`config.mk`:
```
export PLATFORM = sky130hd
export DESIGN_NAME = ir_fetch_unit
export DESIGN_NICKNAME = d
export VERILOG_FILES = /design/src/rtl/ir_fetch_unit.sv
export SDC_FILE = /design/constraint.sdc
export NUM_CORES = 1
export LEC_CHECK = 0
export CORE_MARGIN = 2
export CORE_UTILIZATION = 49
export CTS_BUF_LIST = sky130_fd_sc_hd__clkbuf_4 sky130_fd_sc_hd__clkbuf_8
export CTS_CLUSTER_SIZE = 20
export DETAILED_ROUTE_END_ITERATION = 8
export GPL_TIMING_DRIVEN = 0
export PLACE_DENSITY = 0.94
export SYNTH_ARGS = -nofsm -noshare
export SYNTH_HDL_FRONTEND = slang
export SYNTH_SLANG_ARGS = --single-unit
```
`constraint.sdc`:
```
create_clock -name clk -period 2.8 [get_ports clk]
set_input_delay 0.56 -clock clk [delete_from_list [all_inputs] [get_ports clk]]
set_output_delay 0.56 -clock clk [all_outputs]
set_load 0.02 [all_outputs]
```
`src/rtl/ir_fetch_unit.sv`:
```
// Instruction fetch stage: issues one memory read per fetch request, waits out
// variable latency, latches IR, and traps misaligned PCs / timeouts with a NOP.
module ir_fetch_unit #(
  parameter int               ADDR_W  = 32,
  parameter int               DATA_W  = 32,
  parameter int               TIMEOUT = 15,
  parameter logic [DATA_W-1:0] NOP_IR = 32'hE1A00000
) (
  input  logic              clk,
  input  logic              rst,
  input  logic              fetch_req,
  input  logic [ADDR_W-1:0] pc_addr,
  output logic [ADDR_W-1:0] mem_addr,
  output logic              mem_rd,
  input  logic [DATA_W-1:0] mem_rdata,
  input  logic              mem_ready,
  output logic [DATA_W-1:0] IR,
  output logic              W_IR_valid,
  output logic              fetch_err,
  output logic              busy,
  output logic [31:0]       fetch_cnt
);

  typedef enum logic [1:0] {S_IDLE, S_REQ, S_DONE} state_t;

  localparam logic [7:0] WAIT_LAST = 8'(TIMEOUT - 1);

  state_t              r_state, w_state_nxt;
  logic [DATA_W-1:0]   r_ir, w_ir_nxt;
  logic [ADDR_W-1:0]   r_addr, w_addr_nxt;
  logic                r_rd, w_rd_nxt;
  logic                r_valid, w_valid_nxt;
  logic                r_err, w_err_nxt;
  logic                r_busy;
  logic [31:0]         r_cnt, w_cnt_nxt;
  logic [7:0]          r_wait, w_wait_nxt;

  always_comb begin
    // NOTE: every comb output gets a default first, so no path can infer a latch.
    w_state_nxt = r_state;
    w_ir_nxt    = r_ir;
    w_addr_nxt  = r_addr;
    w_rd_nxt    = r_rd;
    w_valid_nxt = 1'b0;
    w_err_nxt   = 1'b0;
    w_cnt_nxt   = r_cnt;
    w_wait_nxt  = r_wait;
    case (r_state)
      S_IDLE: begin
        if (fetch_req) begin
          if (pc_addr[1:0] == 2'b00) begin
            w_addr_nxt  = pc_addr;
            w_rd_nxt    = 1'b1;
            w_wait_nxt  = 8'd0;
            w_state_nxt = S_REQ;
          end else begin
            w_ir_nxt    = NOP_IR;
            w_valid_nxt = 1'b1;
            w_err_nxt   = 1'b1;
            w_cnt_nxt   = r_cnt + 32'd1;
            w_state_nxt = S_DONE;
          end
        end
      end
      S_REQ: begin
        // A ready arriving on the timeout cycle still counts as a good fetch.
        if (mem_ready && r_rd) begin
          w_ir_nxt    = mem_rdata;
          w_valid_nxt = 1'b1;
          w_rd_nxt    = 1'b0;
          w_cnt_nxt   = r_cnt + 32'd1;
          w_state_nxt = S_DONE;
        end else if (r_wait == WAIT_LAST) begin
          w_ir_nxt    = NOP_IR;
          w_valid_nxt = 1'b1;
          w_err_nxt   = 1'b1;
          w_rd_nxt    = 1'b0;
          w_cnt_nxt   = r_cnt + 32'd1;
          w_state_nxt = S_DONE;
        end else begin
          w_wait_nxt = r_wait + 8'd1;
        end
      end
      S_DONE: begin
        if (!fetch_req) w_state_nxt = S_IDLE;
      end
      default: w_state_nxt = S_IDLE;
    endcase
  end

  // NOTE: sequential state uses non-blocking assignments so all registers update together.
  always_ff @(posedge clk) begin
    if (rst) begin
      r_state <= S_IDLE;
      r_ir    <= NOP_IR;
      r_addr  <= '0;
      r_rd    <= 1'b0;
      r_valid <= 1'b0;
      r_err   <= 1'b0;
      r_busy  <= 1'b0;
      r_cnt   <= '0;
      r_wait  <= '0;
    end else begin
      r_state <= w_state_nxt;
      r_ir    <= w_ir_nxt;
      r_addr  <= w_addr_nxt;
      r_rd    <= w_rd_nxt;
      r_valid <= w_valid_nxt;
      r_err   <= w_err_nxt;
      r_busy  <= (w_state_nxt != S_IDLE);
      r_cnt   <= w_cnt_nxt;
      r_wait  <= w_wait_nxt;
    end
  end

  assign mem_addr   = r_addr;
  assign mem_rd     = r_rd;
  assign IR         = r_ir;
  assign W_IR_valid = r_valid;
  assign fetch_err  = r_err;
  assign busy       = r_busy;
  assign fetch_cnt  = r_cnt;

endmodule

```
======== Yosys cells after proc, flatten, opt, wreduce, memory -nomap -nowiden ========
Cells that the tools add are included.
storage, ports and cells
  output and inout bits ................... 100
  input port bits ......................... 68
  word-level logic and storage cells ...... 62
  flip-flop bits (word level) ............. 110
operators by class
  multiplexer cells ....................... 33
  add/sub/neg operators ................... 2
  reductions and logical operators ........ 9
  eq/ne operators ......................... 9
operator list
  cell                                                              number
  32-bit two-way mux                                                8
  32-bit case mux with 2 select lines                               2
  32-bit by 1-bit adder with 32-bit output (second input constant)  1
  8-bit two-way mux                                                 4
  8-bit case mux with 2 select lines                                1
  2-bit two-way mux                                                 5
  2-bit inequality test (second input constant)                     5
  1-bit two-way mux                                                 9
  8-bit by 1-bit adder with 8-bit output (second input constant)    1
  8-bit by 4-bit == test with 1-bit output (second input constant)  1
  4-bit AND reduction                                               2
  1-bit case mux with 2 select lines                                3
  2-bit case mux with 3 select lines                                1
  5-bit AND reduction                                               1
  2-bit zero test                                                   2
  2-bit nonzero test                                                2
  3-bit inequality test (second input constant)                     1
  3-bit AND reduction                                               1
  2-bit by 1-bit == test with 1-bit output (second input constant)  1
  2-bit == test (second input constant)                             1
  1-bit logical AND                                                 1

======== Logic depth before layout (Yosys ltp) ========
  depth in word-level cells ............... 5
  gate-level depth with buffers ........... 9
  mapped depth without buffers ............ 7

======== Worst setup path after synthesis ========
Ideal clock, no wire load.
  path kind ............................... in2reg
  start ................................... input pc_addr[0]
  end ..................................... register r_wait[5]
  slack ................................... 0.778 ns
  setup time .............................. 0.070 ns
  path buffers ............................ 1
  data arrival time ....................... 1.951 ns
  required time ........................... 2.730 ns
  stages .................................. 5
  cell sequence ........................... or4_1 -> clkbuf_1 -> o21a_2 -> or4_1 -> a21oi_1
on the way
  cells in the longest elaborated chain, start to end .. 3
RTL lines
  what                             RTL line  text
  from (decl)                      12        input logic [ADDR_W-1:0] pc_addr,
  2-bit zero test                  51        if (pc_addr[1:0] == 2'b00) begin
  2-bit inequality test (no line)  --
  5-bit AND reduction (no line)    --
  to (signal assigned)             112       r_wait <= w_wait_nxt;
  to (decl)                        36        logic [7:0] r_wait, w_wait_nxt;
No other way between the ends.
A chain may end at the register's enable or synchronous reset.

======== Worst setup path after layout ========
  start ................................... input pc_addr[0]
  end ..................................... register r_ir[20] (netlist: IR[20])
on the way
  cells in the longest elaborated chain, start to end .. 3
RTL lines
  what                             RTL line  text
  2-bit zero test                  51
  2-bit inequality test (no line)  --
  4-bit AND reduction (no line)    --
  to (signal assigned)             105       r_ir <= w_ir_nxt;
  to (decl)                        29        logic [DATA_W-1:0] r_ir, w_ir_nxt;
No other way between the ends.

==> results.tsv <==
stage	metric	value	unit
run_status	status	complete, no violations	
power	sw power	0.746	mW
power	Clock Power Share	0.361	
worst_setup_path	crit path buf inv count	3	
clock_tree	clk buf depth	2	
synthesis	synth top area cells	dfxtp_1 (51%), nand2_1 (6.7%), a21oi_1 (5.8%)	
clock_tree	CTS buffer count	9	
synthesis	Synth Area in XOR/XNOR	0.0406	
worst_setup_path	CP Capture Type	register	
final_layout	n_diodes	0	
floorplan	die height	97.8	µm
power	leakage power	2.14	nW
synthesis	mux cell area share after synthesis	0.00261	
final_layout	Final Cell Area	6340	µm²
floorplan	Rows	34	
worst_setup_path	CP max stage cell	clkdlybuf4s50_1	
synthesis	mapped cell area	4310	µm²
route	First-pass DRT Iterations	5	
worst_setup_path	Worst path most repeated cell	clkbuf_1	
global_route	GRT Overall Usage	0.247	
global_route	GRT overflow	0	
global_route	vias in the first global route	4266	
timing	Final Setup Violations	0	
final_layout	most frequent cells in the layout	clkdlybuf4s50_1 (166), dfxtp_1 (110), nand2_1 (77), nor2_1 (63), a21oi_1 (50)	
synthesis	sequential share of the synthesized area	0.511	
route	top sig layer	met4	
timing	final worst path period share	0.905	
route	DRT iter0 DRCs	244	
clock_tree	post-CTS setup buffer count	0	
synthesis	largest area contributor in the netlist	dfxtp_1	
global_route	first-pass GRT wire length	19700	µm
route	vias	4383	
timing	fmax	0.395	GHz
final_layout	commonest non-fill, non-tap cell in the layout	clkdlybuf4s50_1	
placed_design	HPWL Detailed	9060	µm
worst_setup_path	critical setup path kind	input port to register	
route	detailed-route wire length per cell	15.2	µm
placed_design	port buffer count	166	
synthesis	main combinational cell family by area after synthesis	simple AND/OR/NAND/NOR gates	
worst_setup_path	sequence of cells on the critical path	clkdlybuf4s50_1 > o21ai_1 > a21oi_1 > nand2_1 > clkbuf_1 > clkbuf_1 > a22oi_1 > nor2_1	
route	post-detailed-route count of antenna-violating nets	0	
timing	unrepaired setup endpoints after global routing	false	
synthesis	Synth warnings	0	
floorplan	Die X-Extent	97.8	µm
placed_design	Placement Cell Area	6110	µm²
floorplan	Core Area	8640	µm²
final_layout	FILL cells	654	
timing	fin. max-slew vios	0	
synthesis	adder-cell share of the synthesized area	0.00871	
floorplan	I/O Pins	168	
worst_hold_path	worst hold path class	register to register	
worst_setup_path	cell family with most CP delay	buffers and inverters	
placed_design	RePlAce Congestion	0.800	
timing	minimum clock period	2.53	ns
clock_tree	Skew-Pair Late Insertion Delay	0.36	ns
worst_setup_path	worst path arrival time	2.82	ns
clock_tree	root buf cell	clkbuf_8	
timing	Slew Limit Headroom	0.249	
worst_setup_path	CP required	3.09	ns
route	DRC	0	
synthesis	Synth Instances	501	
power	sw frac	0.248	
clock_tree	CTS H-Tree Depth	3	
route	Met1 Wirelength	4940	µm
synthesis	synthesized net count	572	
synthesis	post-synthesis simple-gate area fraction	0.242	
clock_tree	CTS tree	built	
power	internal power	2.27	mW
timing	Hold Vio Cnt, Final	0	
floorplan	Starting Density	0.499	
route	DR WL met3	679	µm
synthesis	syn avg cell area	8.60	µm²
worst_setup_path	CP max FO	10	
timing	skew final	0.0110	ns
final_layout	Area growth, synth to finish	47.0	%
power	Reg power frac	0.534	
synthesis	area share of the largest cell type after synthesis	0.511	
final_layout	fraction of layout cells with a size suffix above 1	0.0410	
worst_setup_path	crit-path max cell delay	0.46	ns
final_layout	area of the multi-input gates	1970	µm²
global_route	pin count of the biggest net entering global routing	20	
global_route	initial antenna violation count	0	
synthesis	compound-gate portion of the synthesized area	0.163	
clock_tree	clk sink count	110	
route	Total Wirelength	12000	µm
clock_tree	CTS Hold Bufs	0	
final_layout	register area	2200	µm²
timing	Post-Route Setup TNS	0	ns
power	Pwr per Cell Area	475	nW/µm²
final_layout	nets@finish	749	
flow_run	Max-cap violations	0	
timing	worst-margin pin slew	1.12	ns
worst_setup_path	CP startpoint kind	input port	
floorplan	Die Area	9560	µm²
synthesis	Seq cells post-synth	110	
route	routed wl met2	6000	µm
power	Worst IR Drop VDD	0.000405	V
clock_tree	Clk pin slew, worst setup/hold paths	0.11	ns
route	Via density	5.54	
synthesis	post-synthesis cell type count	41	
power	Combinational Power Share	0.106	
clock_tree	post-CTS sizing	0	
==> final cells by class <==
type                       count  area share
tap                          108      0.0213
multi-input combinational    357       0.311
clock inverter                 7      0.0166
sequential                   110       0.348
inverter                       5     0.00296
clock buffer                   9      0.0195
buffer                        29      0.0188
timing repair buffer         166       0.262
==> layer usage <==
layer | up-vias | global-route usage
met4 | 0 | 0.0972
li1 | 2104 | -
met3 | 34 | 0.0508
met5 | - | 0
met1 | 2080 | 0.301
met2 | 165 | 0.428
==> power groups by stage <==
| stage | clock (mW) | combinational (mW) | sequential [mW] |
|---|---|---|---|
| global route | 1.17 | 0.344 | 1.61 |
| finish | 1.09 | 0.318 | 1.61 |
| global placement | 0 | 0.309 | 1.64 |
| detailed placement | 0 | 0.318 | 1.64 |
| CTS | 1.11 | 0.319 | 1.61 |
| floorplan | 0 | 0.109 | 1.67 |
==> path summary, 6_finish.rpt <==
path                            cells after the start      endpoint         start  slack, ns
worst max-delay path                                8        IR[20]    pc_addr[0]       0.27
worst min-delay path                                2  mem_addr[21]  mem_addr[21]       0.46
worst max register to register                      9        IR[20]     r_wait[0]       0.54
worst min register to register                      2  mem_addr[21]  mem_addr[21]       0.46
==> logic make-up (layout without fill, tap and decap cells) <==
logic type / count (synthesis) / count (layout)
xor gates and xnor gates: 20 / 20
buffers and inverters: 34 / 216
DFF: 110 / 110
AOI/OAI and AO/OA: 111 / 111
muxes: 1 / 1
and+or+nand+nor: 222 / 222
adders and majority gates: 3 / 3
==> flip-flops by register name (all words and copies together) (netlist names) <==
name and count:
IR 32, fetch_cnt 32, mem_addr 32, r_wait 8, r_state 2, W_IR_valid 1
busy 1, fetch_err 1, mem_rd 1
==> synth_stat cells (all sizes together) <==
library cell and instances:
a211oi 2, a21oi 51, a221oi 1, a22oi 26, a311oi 1, a31oi 1, a41oi 1, and2 3
and3 8, buf 3, clkbuf 26, dfxtp 110, ha 3, inv 5, mux2 1, nand2 78
nand2b 8, nand3 16, nand4 14, nand4b 4, nor2 64, nor3 9, nor3b 2, nor4 2
o211ai 1, o21a 1, o21ai 12, o22ai 6, o31ai 8, or3 4, or4 10, xnor2 1
xor2 19
==> through the flow <==
step | setup slack [ns] | hold slack (ns) | total power [mW] | instances | utilization
floorplan | 0.778 | 0.441 | 1.78 | 501 | -
global placement | 0.0115 | 0.442 | 1.95 | 775 | 0.707
detailed placement | -0.119 | 0.447 | 1.96 | 775 | 0.707
CTS | 0.268 | 0.463 | 3.03 | 791 | 0.734
global route | 0.150 | 0.481 | 3.12 | 791 | 0.734
finish | 0.266 | 0.459 | 3.01 | 791 | 0.734
==> worst register-to-register path, delay by kind of cell, from the launching register on <==
kind	cells	cell delay (ns)
compound gates	2	0.30
simple gates	3	0.43
buf+inv	3	0.86
fa+ha+maj	1	0.20
flops	1	0.40
No activity file was read; power rests on OpenSTA's default activity.
